--- src/rtl/chacha_pkg.sv ---
// Shared ChaCha20 types and constants for the quarter-round engines.
package chacha_pkg;

   typedef logic [31:0] word_t;

   typedef enum logic [1:0] {
      IDLE,
      RUN,
      DONE
   } state_t;

   localparam int QR_STEPS = 4;

   // Rotate amounts in the order the inverse steps consume them.
   localparam logic [4:0] ROT_INV [QR_STEPS] = '{5'd7, 5'd8, 5'd12, 5'd16};

   function automatic word_t rotr(input word_t x, input logic [4:0] n);
      return (x >> n) | (x << (6'd32 - {1'b0, n}));
   endfunction

endpackage

--- src/rtl/quarter_round_inv_step.sv ---
// One inverse half-step: undo a rotate/xor and an add on the selected words.
module quarter_round_inv_step
   import chacha_pkg::*;
(
   input  word_t      x,
   input  word_t      y,
   input  word_t      z,
   input  word_t      w,
   input  logic [1:0] sel,
   output word_t      x_new,
   output word_t      z_new
);

   assign x_new = rotr(x, ROT_INV[sel]) ^ y;
   assign z_new = z - w;

endmodule

--- src/rtl/quarter_round_inv.sv ---
// Iterative inverse ChaCha20 quarter round: recovers the pre-round words in four cycles.
module quarter_round_inv
   import chacha_pkg::*;
(
   input  logic  clk,
   input  logic  rst_n,
   input  logic  in_valid,
   output logic  in_ready,
   input  word_t in_a,
   input  word_t in_b,
   input  word_t in_c,
   input  word_t in_d,
   output logic  out_valid,
   input  logic  out_ready,
   output word_t out_a,
   output word_t out_b,
   output word_t out_c,
   output word_t out_d
);

   localparam logic [1:0] LAST_STEP = 2'(QR_STEPS - 1);

   state_t     state;
   state_t     state_next;
   logic [1:0] step;
   word_t      work_a, work_b, work_c, work_d;
   word_t      x, y, z, w, x_new, z_new;

   always_ff @(posedge clk or negedge rst_n) begin
      if (!rst_n) state <= IDLE;
      else        state <= state_next;
   end

   always_comb begin
      state_next = state;
      case (state)
         IDLE:    if (in_valid) state_next = RUN;
         RUN:     if (step == LAST_STEP) state_next = DONE;
         DONE:    if (out_ready) state_next = IDLE;
         default: state_next = IDLE;
      endcase
   end

   always_comb begin
      in_ready  = (state == IDLE);
      out_valid = (state == DONE);
   end

   // Even steps undo the b/c half of the round, odd steps the d/a half.
   always_comb begin
      if (!step[0]) begin
         x = work_b;
         y = work_c;
         z = work_c;
         w = work_d;
      end else begin
         x = work_d;
         y = work_a;
         z = work_a;
         w = work_b;
      end
   end

   quarter_round_inv_step u_step (
      .x     (x),
      .y     (y),
      .z     (z),
      .w     (w),
      .sel   (step),
      .x_new (x_new),
      .z_new (z_new)
   );

   always_ff @(posedge clk or negedge rst_n) begin
      if (!rst_n) begin
         step   <= '0;
         work_a <= '0;
         work_b <= '0;
         work_c <= '0;
         work_d <= '0;
      end else begin
         case (state)
            IDLE: begin
               if (in_valid) begin
                  step   <= '0;
                  work_a <= in_a;
                  work_b <= in_b;
                  work_c <= in_c;
                  work_d <= in_d;
               end
            end
            RUN: begin
               step <= step + 2'd1;
               if (!step[0]) begin
                  work_b <= x_new;
                  work_c <= z_new;
               end else begin
                  work_d <= x_new;
                  work_a <= z_new;
               end
            end
            default: ;
         endcase
      end
   end

   assign out_a = work_a;
   assign out_b = work_b;
   assign out_c = work_c;
   assign out_d = work_d;

endmodule

--- config.mk ---
export PLATFORM = sky130hd
export DESIGN_NAME = quarter_round_inv
export DESIGN_NICKNAME = d
export VERILOG_FILES = /design/src/rtl/chacha_pkg.sv /design/src/rtl/quarter_round_inv_step.sv /design/src/rtl/quarter_round_inv.sv
export SDC_FILE = /design/constraint.sdc
export NUM_CORES = 1
export LEC_CHECK = 0
export CAP_MARGIN = 20
export CORE_MARGIN = 2
export CORE_UTILIZATION = 51
export CTS_CLUSTER_DIAMETER = 80
export DETAILED_ROUTE_END_ITERATION = 12
export GPL_TIMING_DRIVEN = 0
export PLACE_DENSITY = 0.9
export SLEW_MARGIN = 10
export SYNTH_ARGS = -nofsm -noshare
export SYNTH_HDL_FRONTEND = slang
export SYNTH_SLANG_ARGS = --single-unit
export TNS_END_PERCENT = 20
--- constraint.sdc ---
create_clock -name clk -period 4.6 [get_ports clk]
set_input_delay 0.92 -clock clk [delete_from_list [all_inputs] [get_ports clk]]
set_output_delay 0.92 -clock clk [all_outputs]
set_load 0.05 [all_outputs]
Word level (Yosys, flattened, before mapping)
Index checks and enable logic that the tools add are counted.
{"block": "classes", "add_sub_neg": 3, "n_lt_le_gt_ge": 1, "n_eq_ne": 8, "shifts": 2, "n_mux": 24, "bitwise_logic": 3, "n_reduce_logical": 6}
{"cell": "$mux 32", "count": 11}
{"cell": "$pmux 32 s2", "count": 4}
{"cell": "$or 32x32->32", "count": 1}
{"cell": "$shl 32x6->32", "count": 1}
{"cell": "$shr 32x5->32", "count": 1}
{"cell": "$sub 32x32->32", "count": 1}
{"cell": "$xor 32x32->32", "count": 1}
{"cell": "$bmux 5 s2", "count": 1}
{"cell": "$mux 5", "count": 2}
{"cell": "$reduce_and 3->1", "count": 3}
{"cell": "$mux 2", "count": 4}
{"cell": "$ne 2x2->1 const B", "count": 4}
{"cell": "$pmux 2 s3", "count": 1}
{"cell": "$sub 6x5->6 const A", "count": 1}
{"cell": "$eq 2x2->1 const B", "count": 2}
{"cell": "$pmux 2 s2", "count": 1}
{"cell": "$ge 3x3->1 const B", "count": 1}
{"cell": "$not 2->3", "count": 1}
{"cell": "$add 2x1->2 const B", "count": 1}
{"cell": "$eq 2x1->1 const B", "count": 1}
{"cell": "$logic_not 2->1", "count": 1}
{"cell": "$ne 2x1->1 const B", "count": 1}
{"cell": "$reduce_and 2->1", "count": 1}
{"cell": "$reduce_bool 2->1", "count": 1}
{"block": "totals", "register_bits": 132, "out_inout_bits": 130, "elab_cells": 53}

Logic depth before layout (Yosys ltp)
{"block": "depth", "depth_word": 10, "mapped_depth": 17, "depth_no_buf": 11}

By module
Synthesis repeated with hierarchy kept, for this count alone.
{"block": "unflattened", "cells_unflattened": 1119, "hier_area_um2": 11567.3}
{"module": "quarter_round_inv", "instances": 1, "cells_each": 540, "area_each_um2": 7657.3, "seq_area_each_um2": 3303.2}
{"module": "quarter_round_inv_step", "instances": 1, "cells_each": 579, "area_each_um2": 3910.0, "seq_area_each_um2": 0.0}

Worst setup path after synthesis
No wires, ideal clock.
{"block": "synth_path", "path_kind": "register to register", "start": "reg step[0]", "end": "reg work_a[28], in the netlist out_a[28]", "arrival_ns": 3.928, "t_required_ns": 4.531, "path_slack_ns": 0.602, "stages_incl_launch_ff": 17, "n_path_buf": 5, "synth_period_minus_slack_ns": 3.998, "path_cell_list": "dfrtp_1 buf_6 buf_6 buf_6 buf_2 buf_2 mux2_2 ha_1 fa_1 and2b_1 o21ai_1 a211oi_2 o2111ai_1 a21oi_2 a221oi_2 or4_1 nand3_1"}
{"block": "synth_between", "elab_chain_len": 4, "elab_cells_between_ends": 7, "classes_between": "add/sub (1); eq/ne (1); mux (4); reduce/logical (1)"}
{"element": "start, declared", "line_no": "quarter_round_inv.sv:25", "source": "logic [1:0] step;"}
{"element": "start signal, assigned", "line_no": "quarter_round_inv.sv:93", "source": "step <= step + 2'd1;"}
{"element": "$mux 32", "line_no": "quarter_round_inv.sv:51", "source": "if (!step[0]) begin"}
{"element": "$sub 32x32->32", "line_no": "quarter_round_inv_step.sv:15", "source": "assign z_new = z - w;"}
{"element": "$mux 32", "line_no": "quarter_round_inv.sv:94", "source": "if (!step[0]) begin"}
{"element": "$pmux 32 s2", "line_no": "quarter_round_inv.sv:82", "source": "case (state)"}
{"element": "end signal, assigned", "line_no": "quarter_round_inv.sv:86", "source": "work_a <= in_a;"}
{"element": "end signal, assigned", "line_no": "quarter_round_inv.sv:99", "source": "work_a <= z_new;"}
{"element": "end, declared", "line_no": "quarter_round_inv.sv:26", "source": "word_t work_a, work_b, work_c, work_d;"}
Several ways; a longest one is shown, not always the timed one. The select of a mux whose other input is x is not followed.
A chain may end at the register's enable or synchronous reset.

Final worst setup path
{"block": "layout_path", "start": "reg step[0]", "end": "reg work_c[23], in the netlist out_c[23]"}
{"block": "layout_between", "elab_chain_len": 4, "elab_cells_between_ends": 7, "classes_between": "add/sub (1); eq/ne (1); mux (4); reduce/logical (1)"}
{"element": "$mux 32", "line_no": "quarter_round_inv.sv:51"}
{"element": "$sub 32x32->32", "line_no": "quarter_round_inv_step.sv:15"}
{"element": "$mux 32", "line_no": "quarter_round_inv.sv:94"}
{"element": "$pmux 32 s2", "line_no": "quarter_round_inv.sv:82"}
{"element": "end signal, assigned", "line_no": "quarter_round_inv.sv:88", "source": "work_c <= in_c;"}
{"element": "end signal, assigned", "line_no": "quarter_round_inv.sv:96", "source": "work_c <= z_new;"}
{"element": "end, declared", "line_no": "quarter_round_inv.sv:26"}
Several ways; a longest one is shown, not always the timed one. The select of a mux whose other input is x is not followed.

==> results by group <==
Clock network
  • CTS H-tree depth: 4
  • Clock Sinks: 132
  • Hold Buf Count CTS: 0
  • Reg clk slew, reported paths: around 70 ps
  • CTS tree: built
  • Worst-Skew Late Latency: 440 ps
  • Max Root-Sink Buffers: 2
  • Num CTS Buffers: 17
  • Root buffer cell: clkbuf_16

Setup path
  • CP Buf/Inv Count: 5
  • Arr. time, crit path: between 4000 and 5000 ps
  • Critical path required time: 4910 ps
  • RR Endpoint: out_c[23]
  • Slowest cell delay on critical path: 420 ps
  • Crit path max fanout: 19
  • FF-to-FF setup slack: 100 ps
  • Worst r2r src: step[0]
  • CP Depth: 14
  • Crit path to: out_c[23]
  • Beginning of the critical path: step[0]
  • Startpoint Class: flop
  • Most used cell, CP: buf_6
  • Critical path endpoint category: flop
  • Cells along the critical path: buf_6, buf_6, buf_12, buf_6, buf_4, mux2i_1, ha_1, and4_1, a221o_1, o2111ai_2, a21oi_1, a21boi_1, mux2i_1, a21oi_1
  • Crit path max-delay family: compound AO/OA/AOI/OAI gates
  • Critical path type: reg -> reg
  • Slowest cell on crit path: mux2i_1
  • R2R depth: 14

STA
  • Setup TNS: 0 ps
  • Final Max Slew Viols: 0
  • Max Clock Skew: about 12 ps
  • Achievable Freq: 222 MHz
  • Rel. slew slack: 23.3%
  • WHS: 463 ps
  • Least-Margin Pin Slew: 1120 ps
  • Final Cycle Share: a little over nine tenths
  • Tmin final: 4500 ps
  • Final Hold Viols: 0
  • RSZ-0062 raised after global routing: false
  • Final setup vio count: 0

Yosys
  • Syn avg cell area: between 8 and 9 um2
  • Cells after Synth: 1283
  • Largest family of logic cells by synthesized area: compound AO/OA/AOI/OAI gates
  • Syn Nets: 1452
  • Post-synthesis compound-gate area fraction: a little over a fifth
  • Mapped cell area: 10700 um2
  • Sequential area share after synthesis: 30.8%
  • Top FF cell, synth: dfrtp_1
  • Yosys reg bits: between 100 and 150
  • Simple-gate portion of the synthesized area: ~17%
  • Post-synthesis adder-cell area fraction: 4.38%
  • Post-synth ARST share: 100%
  • Synth warnings: 0
  • Number of distinct library cells after synthesis: 69
  • Post-synthesis mux area share: about 18%
  • Xor/xnor share of the synthesized area: about 3.8%
  • Post-synth EDFFs: 0

Placed design
  • Placer congestion estimate: 1.08
  • Port Buf Inserts: 261
  • Post-DP HPWL: 39900 um

Detailed routing
  • Drt first pass iters: 8
  • Post-route ant nets: 0
  • Post-DR vias/cell: 6.65
  • DRT Wirelength: between 50000 and 60000 um
  • # DRC: 0
  • Iter 0 DRT Violations: 1745
  • Vias post-DR: 12300
  • Wire per inst: between 20 and 30 um

Hold path
  • HP Class: in -> async

Floorplanning
  • Io pins: 262
  • Starting Density: 51.6%
  • Core Region: around 21000 um2
  • Die Wd: 149 um
  • Cell Rows: 53
  • Die Y: 149 um
  • Die Area: 22200 um2

Cells and area
  • Layout cells sized above 1: 10.2%
  • Area Overhead vs Synth: 34.2%
  • Layout net count: about 1700

Outcome
  • Status: complete, no violations

Global routing
  • Pin count of the biggest net entering global routing: 69
  • First-pass GRT wire length: 74500 um
  • Vias in the first global route: between 10000 and 15000
  • GRT Util Overall: between 40% and 50%
  • GRT Residual Overflow: 0
  • Initial antenna violation count: 0

Flow run
  • Max Cap Viol: 0
registers in the layout, summed over array words and instances, names as in the netlist:
| name | cells |
|---|---|
| out_a | 32 |
| out_b | 32 |
| out_c | 32 |
| out_d | 32 |
| state | 2 |
| step | 2 |
cell type report:
cell class                      count  area (um2)
Clock buffer                       18         439
Sequential cell                   132        3300
Tap cell                          275         344
Clock inverter                     14         138
Antenna cell                        1        2.50
Multi-Input combinational cell   1037        6990
Timing Repair Buffer              264        2660
Fill cell                        1661        6410
Buffer                             98         485
Inverter                           15        56.3
layout by cell type (no fill, tap or decap), types with 6 or more instances in the layout:
master,n
clkdlybuf4s50_1,260
nand2_1,148
nor2_1,136
dfrtp_1,132
a21oi_1,118
o21ai_0,118
mux2i_1,79
clkbuf_1,62
mux2_2,56
ha_1,36
and3_1,33
xnor2_1,31
o31ai_1,30
nand3_1,27
a31oi_1,25
nor3_1,22
buf_2,21
mux4_2,19
clkbuf_16,17
a21o_1,15
xor2_1,15
inv_1,13
o22ai_1,10
o21ai_1,8
nor2b_1,7
nand4_1,7
a211oi_1,6
o21bai_1,6
kinds of logic (layout without fill, tap and decap cells):
group                    after synthesis  count (layout)
flip-flops                           132             132
AO/OA/AOI/OAI                        386             386
AND/OR/NAND/NOR                      409             409
multiplexers                         159             159
XOR/XNOR                              46              46
buffers and inverters                114             409
other                                  0               1
adder cells (fa/ha/maj)               37              37
per-stage QoR:
stage	cells	worst slack [ps]	utilization, %	instance area [um2]
after floorplan	1283	602	-	10700
after global placement	1819	-2550	65.8	13700
after detailed placement	1820	-937	65.9	13700
after CTS	1852	1.19	68.9	14300
after global routing	1853	9.98	69.2	14400
final	1854	97.4	69.2	14400
cells in the mapped netlist (7+ instances only):
cell type / instances / share of area, %
a31oi_1: 25 / 1.5
clkbuf_1: 62 / 2.2
nor2b_1: 7 / 0.41
a21oi_1: 119 / 5.5
nor2_1: 136 / 4.8
inv_1: 13 / 0.45
o31ai_1: 30 / 2.1
nand3_1: 27 / 1.3
nand4_1: 7 / 0.41
ha_1: 36 / 4.2
o21ai_1: 8 / 0.37
a21o_1: 15 / 1.0
and3_1: 33 / 1.9
mux2i_1: 80 / 7.5
o21ai_0: 118 / 5.5
xnor2_1: 31 / 2.5
nand2_1: 148 / 5.2
nor3_1: 22 / 1.0
mux4_2: 19 / 4.0
xor2_1: 15 / 1.2
mux2_2: 56 / 5.9
dfrtp_1: 132 / 31
buf_2: 27 / 1.3
o22ai_1: 10 / 0.58
per-layer routing:
| metal | wire length, um | share of wire (%) | vias up | track usage, % |
|---|---|---|---|---|
| met1 | 18800 | 36 | 5897 | 59.1 |
| li1 | - | - | 5230 | - |
| met3 | 6590 | 13 | 191 | 12.1 |
| met4 | 3030 | 5.9 | 0 | 24.3 |
| met5 | 0 | 0 | - | 0 |
| met2 | 23200 | 45 | 1011 | 70.7 |
how the worst min path moves through the flow:
stage,start,to,slack [ps],depth (start not counted)
2_1_floorplan,step[1],step[1],520,2
3_3_place_gp,out_a[16],out_a[16],480,2
3_5_place_dp,out_a[2],out_a[2],490,2
4_1_cts,rst_n,out_b[0],490,1
5_1_grt,rst_n,out_d[0],520,1
6_report,rst_n,out_b[0],460,1
timing repair:
item | CTS | global route
setup buffers | 1 | 1
endpoints found under the setup margin | 40 | 24
gates resized for setup | 13 | 11
pin swaps | 1 | 2
worst register-to-register path, delay by kind of cell, from the launching register on:
family / cells / cell delay [ps]
flops: 1 / 380
buf+inv: 5 / 1240
simple gates: 1 / 280
mux: 2 / 760
compound gates: 5 / 1340
fa+ha+maj: 1 / 390
Power is left out: the tool's default activity adds up to more than one toggle a clock period on the data nets, which glitch-free logic cannot reach.
